===== config.mk =====
export PLATFORM = sky130hd
export DESIGN_NAME = mem_arbiter
export DESIGN_NICKNAME = d
export VERILOG_FILES = /design/src/rtl/mem_arbiter.sv
export SDC_FILE = /design/constraint.sdc
export NUM_CORES = 1
export LEC_CHECK = 0
export CORE_AREA = 5 5 205 207
export CTS_CLUSTER_DIAMETER = 100
export DETAILED_ROUTE_END_ITERATION = 12
export DIE_AREA = 0 0 210 212
export GPL_TIMING_DRIVEN = 0
export MAX_ROUTING_LAYER = met4
export PLACE_DENSITY_LB_ADDON = 0.1
export SYNTH_ARGS = -nofsm -noshare
export SYNTH_HDL_FRONTEND = slang
export SYNTH_SLANG_ARGS = --single-unit

===== constraint.sdc =====
create_clock -name clk -period 2 [get_ports clk]
set_input_delay 0.4 -clock clk [delete_from_list [all_inputs] [get_ports clk]]
set_output_delay 0.4 -clock clk [all_outputs]
set_load 0.02 [all_outputs]

===== src/rtl/mem_arbiter.sv =====
// Arbitrates the single memory port between IFU reads and LSU reads/writes, one transaction at a time.
// Define MEM_ARB_RR_EN for round-robin grant; the default build uses fixed LSU-over-IFU priority.
module mem_arbiter #(
  parameter int MEM_LATENCY = 1
) (
  input  logic        clk,
  input  logic        rst,
  input  logic        ifu_req_valid,
  output logic        ifu_req_ready,
  input  logic [63:0] ifu_addr,
  output logic        ifu_resp_valid,
  input  logic        ifu_resp_ready,
  output logic [63:0] ifu_rdata,
  input  logic        lsu_req_valid,
  output logic        lsu_req_ready,
  input  logic [63:0] lsu_addr,
  input  logic [7:0]  lsu_wen,
  input  logic [63:0] lsu_wdata,
  output logic        lsu_resp_valid,
  input  logic        lsu_resp_ready,
  output logic [63:0] lsu_rdata,
  output logic        mem_ena,
  output logic [7:0]  mem_wen,
  output logic [63:0] mem_addr,
  output logic [63:0] mem_wdata,
  input  logic [63:0] mem_rdata
);

  localparam int CW = $clog2(MEM_LATENCY + 1);
  localparam logic [CW-1:0] LAST_CNT = CW'(MEM_LATENCY - 1);
  localparam logic OWN_IFU = 1'b0;
  localparam logic OWN_LSU = 1'b1;

  typedef enum logic [1:0] {
    IDLE   = 2'd0,
    ACCESS = 2'd1,
    RESP   = 2'd2
  } state_t;

  state_t        state;
  state_t        state_nxt;
  logic [CW-1:0] cnt;
  logic          owner;
  logic [63:0]   addr_q;
  logic [7:0]    wen_q;
  logic [63:0]   wdata_q;
  logic [63:0]   rdata_q;
  logic          ifu_fire;
  logic          lsu_fire;
  logic          issue;
  logic          owner_resp_ready;

`ifdef MEM_ARB_RR_EN
  logic last_grant;

  // A side is ready when the other is not competing, or when it lost the previous tie.
  assign ifu_req_ready = (state == IDLE) & (~lsu_req_valid | (last_grant == OWN_LSU));
  assign lsu_req_ready = (state == IDLE) & (~ifu_req_valid | (last_grant == OWN_IFU));

  always_ff @(posedge clk) begin
    if (rst) begin
      last_grant <= OWN_IFU;
    end else if (lsu_fire) begin
      last_grant <= OWN_LSU;
    end else if (ifu_fire) begin
      last_grant <= OWN_IFU;
    end
  end
`else
  assign ifu_req_ready = (state == IDLE) & ~lsu_req_valid;
  assign lsu_req_ready = (state == IDLE);
`endif

  assign ifu_fire = ifu_req_valid & ifu_req_ready;
  assign lsu_fire = lsu_req_valid & lsu_req_ready;

  // The single enable pulse lands in the last ACCESS cycle and is suppressed under reset.
  assign issue   = (state == ACCESS) && (cnt == LAST_CNT);
  assign mem_ena = issue & ~rst;

  assign mem_addr  = mem_ena ? addr_q  : 64'd0;
  assign mem_wen   = mem_ena ? wen_q   : 8'd0;
  assign mem_wdata = mem_ena ? wdata_q : 64'd0;

  assign owner_resp_ready = (owner == OWN_LSU) ? lsu_resp_ready : ifu_resp_ready;

  assign ifu_resp_valid = (state == RESP) && (owner == OWN_IFU);
  assign lsu_resp_valid = (state == RESP) && (owner == OWN_LSU);
  assign ifu_rdata      = ifu_resp_valid ? rdata_q : 64'd0;
  assign lsu_rdata      = lsu_resp_valid ? rdata_q : 64'd0;

  always_ff @(posedge clk) begin
    if (rst) begin
      state <= IDLE;
    end else begin
      state <= state_nxt;
    end
  end

  always_comb begin
    state_nxt = state;
    case (state)
      IDLE: begin
        if (ifu_fire || lsu_fire) begin
          state_nxt = ACCESS;
        end
      end
      ACCESS: begin
        if (issue) begin
          state_nxt = RESP;
        end
      end
      RESP: begin
        if (owner_resp_ready) begin
          state_nxt = IDLE;
        end
      end
      default: state_nxt = IDLE;
    endcase
  end

  // Writes capture zero so the LSU write acknowledgement always carries rdata=0.
  always_ff @(posedge clk) begin
    if (rst) begin
      cnt     <= '0;
      owner   <= OWN_IFU;
      addr_q  <= 64'd0;
      wen_q   <= 8'd0;
      wdata_q <= 64'd0;
      rdata_q <= 64'd0;
    end else begin
      case (state)
        IDLE: begin
          if (lsu_fire) begin
            cnt     <= '0;
            owner   <= OWN_LSU;
            addr_q  <= lsu_addr;
            wen_q   <= lsu_wen;
            wdata_q <= lsu_wdata;
          end else if (ifu_fire) begin
            cnt     <= '0;
            owner   <= OWN_IFU;
            addr_q  <= ifu_addr;
            wen_q   <= 8'd0;
            wdata_q <= 64'd0;
          end
        end
        ACCESS: begin
          cnt <= cnt + CW'(1);
          if (issue) begin
            rdata_q <= (wen_q == 8'd0) ? mem_rdata : 64'd0;
          end
        end
        default: begin
        end
      endcase
    end
  end

endmodule


==> impl_metrics.yaml, run 1 <==
routing:
  wl_per_cell_um: 20.7
  vias: 10100
  first_iter_violations: 326
  dr.pass1.iters: 5
  wl_mm: 46.3
  route.detailed.drc: 0
  drtAntennaViolNets: 0
  viasPerCell: 4.50
global_route:
  grt_pass1_wl_mm: 67.1
  antenna_found_initial: 9
  globalRoute.totalOverflow: 0
  grt_max_degree: 13
  track_usage_pct: 20.2
  grt_pass1_vias: 10600
logic_synthesis:
  seq_area_frac_synth_pct: 44.0
  ys_types: 36
  synthSimpleGateAreaFrac_pct: 21.6
  synthXorXnorAreaFrac_pct: 0
  ys_warn_count: 0
  synth_compound_area_share_pct: 25.9
  synth_top_family_by_area: "compound AO/OA/AOI/OAI gates"
  synthMuxAreaShare_pct: 3.23
  syn_inst: 1018
  syn_nets: 1288
  synth_fa_ha_area_share_pct: 0
  syn_area_um2: 9280
  syn_area_per_cell_um2: 9.12
  synth_seq_cells: 204
place:
  preCtsSetupSlack_ns: -1.42
  gp_congestion: 0.809
  placed_area_um2: 15300
  dp_hpwl_mm: 34.7
  io_buffer_count: 536
cells_and_area:
  nFillCells: 3864
  layout.nets: 1941
  layout-drive-gt1-share_pct: 45.9
  finalInstanceArea_um2: 19000
  area_delta_synth_final_pct: 105
clocking:
  clkTransAtPathRegs_ns: 0.06
  cts_hold_buf: 0
  cts_root_buf: "clkbuf_16"
  cts_sinks: 204
  cts_tree: "yes"
  clock_latency_ns: 0.52
  htree_levels: 1
  clockBufferDepth: 3
  numCtsBuffers: 26
sta:
  fin_crit_sh_pct: 130
  drv_slew: 0
  setup_violations: 269
  final.setup_skew_ns: 0.00959
  setup_slack_ns: -0.595
  hold_viol: 0
  rsz0062_at_grt: "true"
  max-slew-margin-rel_pct: 50.5
  tightest_slew_ns: 0.738
  fmax_ghz: 0.385
  finalCriticalPeriod_ns: 2.60
floorplan:
  boundaryPins: 539
  coreArea_um2: 40200
  die_x_um: 210
  fp.dieH_um: 212
  rows: 74
  initial_core_util_pct: 23.1
  dieArea_um2: 44500
critical_path:
  path_buf_inv: 7
  reg2reg_depth: 10
  rr_startpoint: "state[1]"
  worstPathArrival_ns: 2.20
  endpoint_kind: "output port"
  r2r_setup_slack_ns: 0.05
  cp-startpoint: "state[1]"
  cp_max_fo: 6
  cp_common_cell: "buf_6"
  critical_path_required_ns: 1.60
  cp-start-kind: "flip-flop"
  cpPeakStageDelay_ns: 0.36
  rr_endpoint: "rdata_q[62]"
  crit_family: "buffers and inverters"
  path_cells: "nor4b_4 -> buf_4 -> buf_6 -> clkbuf_16 -> buf_12 -> clkbuf_16 -> buf_6 -> and2_4 -> buf_6"
  cpMaxStageDelayCell: "dfxtp_4"
  worstSetupPathType: "reg2out"
worst_hold_path:
  hp-start: "lsu_wdata[18]"
  hold_depth: 3
  hold_path_class: "in2reg"
  hold_end: "wdata_q[18]"
outcome:
  violations: "setup timing"
  status: "finished, violations left"
pwr:
  peakVddDrop_mv: 0.506
  p_leak_nw: 8.01
  p_per_area_nw_per_um2: 656
job:
  maxCapViolations: 0
-- sequential cells by signal (all words and copies together) (netlist names) --
| signal | count |
|---|---|
| addr_q | 64 |
| rdata_q | 64 |
| wdata_q | 64 |
| wen_q | 8 |
| state | 2 |
| cnt | 1 |
| owner | 1 |
-- worst max path at each step --
stage / cells past startpoint / to
global route: 9 / mem_wdata[27]
global placement: 6 / mem_wdata[31]
CTS: 9 / mem_wdata[27]
finish: 9 / mem_wdata[27]
detailed placement: 6 / mem_wdata[31]
floorplan: 5 / mem_wdata[24]
-- repair_timing --
item                                     CTS  global route
gates resized for setup                 1923           247
endpoints found under the setup margin   344           379
setup buffers                             61            24
pin swaps                                 60            51
gates cloned                              24             3
-- cells in the final DEF (no fill, tap or decap), types with 2 or more instances in the layout --
cell type	netlist	final
buf_4	3	30
diode_2	0	12
dfxtp_1	204	200
clkdlybuf4s50_1	0	267
a22o_1	73	73
buf_12	0	14
nor4_1	2	2
buf_6	5	306
o2bb2ai_1	5	5
and2_4	0	263
clkbuf_8	0	11
o2bb2ai_2	28	28
buf_2	30	15
nand2_1	63	63
dfxtp_4	0	2
dfxtp_2	0	2
clkbuf_1	65	41
buf_8	0	31
clkinv_2	0	3
a211oi_1	28	28
o22ai_1	36	36
o2bb2ai_4	2	2
mux2i_1	30	30
a21oi_1	93	93
clkbuf_16	0	45
o21ai_0	64	64
nor2_2	1	2
clkbuf_4	0	6
bufinv_16	0	4
-- layer usage --
layer,wire length [um],vias to the layer above,part of all wire (%),GRT usage (%)
met4,1440,0,3.1,6.23
met2,23300,385,50,35.2
met1,17500,4723,38,21.5
met3,4080,68,8.8,7.26
li1,-,4891,-,-
met5,0,-,0,-
-- layout make-up --
type,count,area [um^2],share of cell area [%]
diodes,12,30.0,0.158
plain buffers,93,872,4.58
clock buffers,40,785,4.12
clock inverters,8,143,0.749
inverters,3,13.8,0.0723
multi-input cells,707,5400,28.4
flip-flops and latches,204,4090,21.5
well taps,532,666,3.50
repair buffers,636,7030,36.9
-- Yosys cell counts (all sizes together) --
| cell type | n | share of area, % |
|---|---|---|
| mux2i | 30 | 3.2 |
| a211oi | 28 | 2.3 |
| a2bb2o | 1 | 0.12 |
| nor2b | 1 | 0.067 |
| and2 | 264 | 18 |
| a21oi | 93 | 5.0 |
| o22ai | 36 | 2.4 |
| a22o | 73 | 6.9 |
| o2bb2ai | 35 | 5.6 |
| a21o | 1 | 0.081 |
| nor4 | 2 | 0.13 |
| inv | 3 | 0.12 |
| and3 | 2 | 0.13 |
| nor3b | 2 | 0.16 |
| nand2 | 63 | 2.5 |
| or2 | 2 | 0.13 |
| clkbuf | 66 | 2.7 |
| or3 | 1 | 0.067 |
| nor4b | 1 | 0.094 |
| nand3 | 1 | 0.054 |
| o21ai | 64 | 3.5 |
| nor3 | 2 | 0.16 |
| dfxtp | 204 | 44 |
| buf | 38 | 2.5 |
| nor2 | 3 | 0.15 |
| or3b | 1 | 0.094 |
| a21boi | 1 | 0.081 |
-- stage by stage --
stage	total power, mW	hold WS, ns	utilization [%]	setup TNS, ns	instances
after floorplan	5.72	0.424	-	0	1018
after global placement	6.85	0.438	38.1	-313.05	2086
after detailed placement	6.87	0.443	38.1	-313.15	2086
after CTS	12.6	0.388	46.1	-104.91	2217
after global routing	13.1	0.405	47.3	-117.90	2232
final	12.5	0.422	47.4	-98.57	2235
-- logic make-up after synthesis --
group,Yosys count
buffers and inverters,107
flip-flops,204
multiplexers,30
AND/OR/NAND/NOR,345
AO/OA/AOI/OAI,332
-- power by group --
group,total [mW],switching [mW],leakage [nW],internal (mW)
Sequential,4.65,0.231,1.67,4.42
Combinational,2.76,1.24,5.88,1.52
Clock,5.07,1.87,0.453,3.20
-- worst register-to-register path: stages, from the launching register on --
cell	delay (ns)
dfxtp_4	0.36
nor4b_4	0.31
buf_4	0.18
buf_6	0.10
buf_4	0.11
buf_12	0.09
buf_4	0.09
and3_1	0.16
buf_6	0.18
buf_6	0.18
a22o_1	0.14
Note: power is estimated with default switching activity, not from simulation.
==> inputs of run 2 (changes only) <==
--- a/config.mk
+++ b/config.mk
@@ -11,7 +11,6 @@
 export DIE_AREA = 0 0 210 212
 export GPL_TIMING_DRIVEN = 0
 export MAX_ROUTING_LAYER = met4
-export PLACE_DENSITY_LB_ADDON = 0.1
 export SYNTH_ARGS = -nofsm -noshare
 export SYNTH_HDL_FRONTEND = slang
 export SYNTH_SLANG_ARGS = --single-unit
==> run 2 against run 1 <==
Net effect:
- the flow still finishes with violations (setup timing)
- critical path type unchanged
- critical endpoint unchanged
- clock skew grew 0.0076 ns
- fmax grew 7.1%
- cell count shrank 0.40%
==> impl_metrics.yaml, run 2 (synthesis gave the netlist of run 1 again) <==
outcome:
  status: "finished, violations left"
  violations: "setup timing"
critical_path:
  critical_path_required_ns: 1.60
  cpPeakStageDelay_ns: 0.36
  worst-path-stages: 7
  worstSetupPathType: "reg2out"
  path_buf_inv: 5
  cp_common_cell: "buf_4"
  r2r_setup_slack_ns: 0
  crit_family: "buffers and inverters"
  endpoint_kind: "output port"
  rr_startpoint: "state[1]"
  cp-start-kind: "flip-flop"
  worstPathArrival_ns: 2.02
  reg2reg_depth: 7
  cp_max_fo: 7
  rr_endpoint: "rdata_q[32]"
  cpMaxStageDelayCell: "dfxtp_4"
  path_cells: "nor4b_4 -> buf_4 -> clkbuf_16 -> clkbuf_8 -> buf_4 -> and2_4 -> buf_6"
cells_and_area:
  top_regs: "addr_q (64), rdata_q (64), wdata_q (64)"
  utilization_pct: 46.4
  area_delta_synth_final_pct: 101
  final_cell_mix: "282 x buf_6, 267 x clkdlybuf4s50_1, 237 x and2_4"
  nFillCells: 3769
  final_common_cell: "buf_6"
  layout.nets: 1943
  finalNonFillerCells: 2226
  layout-drive-gt1-share_pct: 44.5
routing:
  first_iter_violations: 363
  wl_per_cell_um: 20.6
  drtAntennaViolNets: 0
  wl_mm: 45.9
  dr.pass1.iters: 6
  viasPerCell: 4.59
  vias: 10200
  route.detailed.drc: 0
place:
  gp_congestion: 0.914
  preCtsSetupSlack_ns: -1.35
  dp_cells: 2086
  io_buffer_count: 536
  dp_hpwl_mm: 33.9
global_route:
  grt_max_degree: 12
  antenna_found_initial: 2
  globalRoute.totalOverflow: 0
  grt_pass1_wl_mm: 64.2
  track_usage_pct: 19.1
  grt_pass1_vias: 10300
worst_hold_path:
  hold_depth: 3
  hold_end: "wdata_q[6]"
  hold_path_class: "in2reg"
  hp-start: "lsu_wdata[6]"
sta:
  rsz0062_at_grt: "true"
  setup_violations: 269
  fin_crit_sh_pct: 121
  finalCriticalPeriod_ns: 2.42
  drv_slew: 0
  final.setup_skew_ns: 0.0171
  fin_hold_ws_ns: 0.424
  max-slew-margin-rel_pct: 49.0
  fmax_ghz: 0.413
  tightest_slew_ns: 0.764
  setup_slack_ns: -0.422
  hold_viol: 0
clocking:
  clockBufferDepth: 3
  htree_levels: 1
  cts_tree: "yes"
  clock_latency_ns: 0.53
  cts_sinks: 204
  clkTransAtPathRegs_ns: 0.06
  cts_hold_buf: 0
  cts_root_buf: "clkbuf_16"
  numCtsBuffers: 25
pwr:
  p_leak_nw: 7.91
  p_per_area_nw_per_um2: 645
  peakVddDrop_mv: 0.572
floorplan:
  rows: 74
  fp.dieH_um: 212
  die_x_um: 210
  dieArea_um2: 44500
  boundaryPins: 539
  coreArea_um2: 40200
  initial_core_util_pct: 23.1
job:
  maxCapViolations: 0
## run 2: report_power, final
| group | total (mW) | internal (mW) | leakage (nW) | switching (mW) |
|---|---|---|---|---|
| sequential | 4.66 | 4.42 | 1.67 | 0.241 |
| clock | 4.62 | 2.85 | 0.411 | 1.77 |
| combinational | 2.76 | 1.51 | 5.83 | 1.25 |
| total | 12.0 | 8.78 | 7.91 | 3.26 |
## run 2: how the worst max path moves through the flow
stage | start | to | slack [ns]
after floorplan | rst | mem_wdata[24] | 0.06
after global placement | rst | mem_wen[6] | -1.35
after detailed placement | rst | mem_wen[6] | -1.35
after CTS | state[1] | mem_addr[20] | -0.50
after global routing | state[1] | mem_addr[56] | -0.52
final | state[1] | mem_wdata[27] | -0.42
## run 2: worst register-to-register path: stages, from the launching register on
cell      delay [ns]
dfxtp_4         0.36
buf_4           0.13
buf_1           0.12
or3b_2          0.47
nor2b_1         0.16
buf_6           0.18
clkbuf_4        0.20
a22o_1          0.26
## run 2: what timing repair did
| action | in CTS | in global routing |
|---|---|---|
| setup buffers | 24 | 48 |
| endpoints found under the setup margin | 378 | 335 |
| gates cloned | 21 | 8 |
| pin swaps | 90 | 16 |
| gates resized for setup | 1722 | 353 |
## run 2: layout make-up
cell class	count	area [um^2]	area share [%]
repair buffers	632	6770	36.3
multi-input cells	707	5340	28.6
flip-flops and latches	204	4090	21.9
plain buffers	100	926	4.96
clock buffers	41	766	4.10
well taps	532	666	3.57
clock inverters	4	70.1	0.375
inverters	3	18.8	0.101
diodes	3	7.51	0.0402
## run 2: per-stage QoR
step,setup TNS (ns),power (mW),instance area (um^2)
final,-79.32,12.0,18700
after global routing,-102.27,12.6,18700
after CTS,-103.01,11.9,17900
after detailed placement,-309.72,6.88,15300
after global placement,-302.76,6.84,15300
after floorplan,0,5.72,9290
## run 2: per-layer routing
layer  global-route usage, %  wire (um)  vias to the layer above
li1                        -          -                     4901
met1                    21.0      17500                     4845
met2                    33.8      23400                      398
met3                    5.74       3630                       70
met4                    5.49       1430                        0
met5                       -          0                        -
==> inputs of run 3 (changes only) <==
--- a/config.mk
+++ b/config.mk
@@ -5,6 +5,7 @@
 export SDC_FILE = /design/constraint.sdc
 export NUM_CORES = 1
 export LEC_CHECK = 0
+export ABC_AREA = 0
 export CORE_AREA = 5 5 205 207
 export CTS_CLUSTER_DIAMETER = 100
 export DETAILED_ROUTE_END_ITERATION = 12
==> results of run 3 <==
The final DEF is identical to that of run 2; final timing and power are the same.
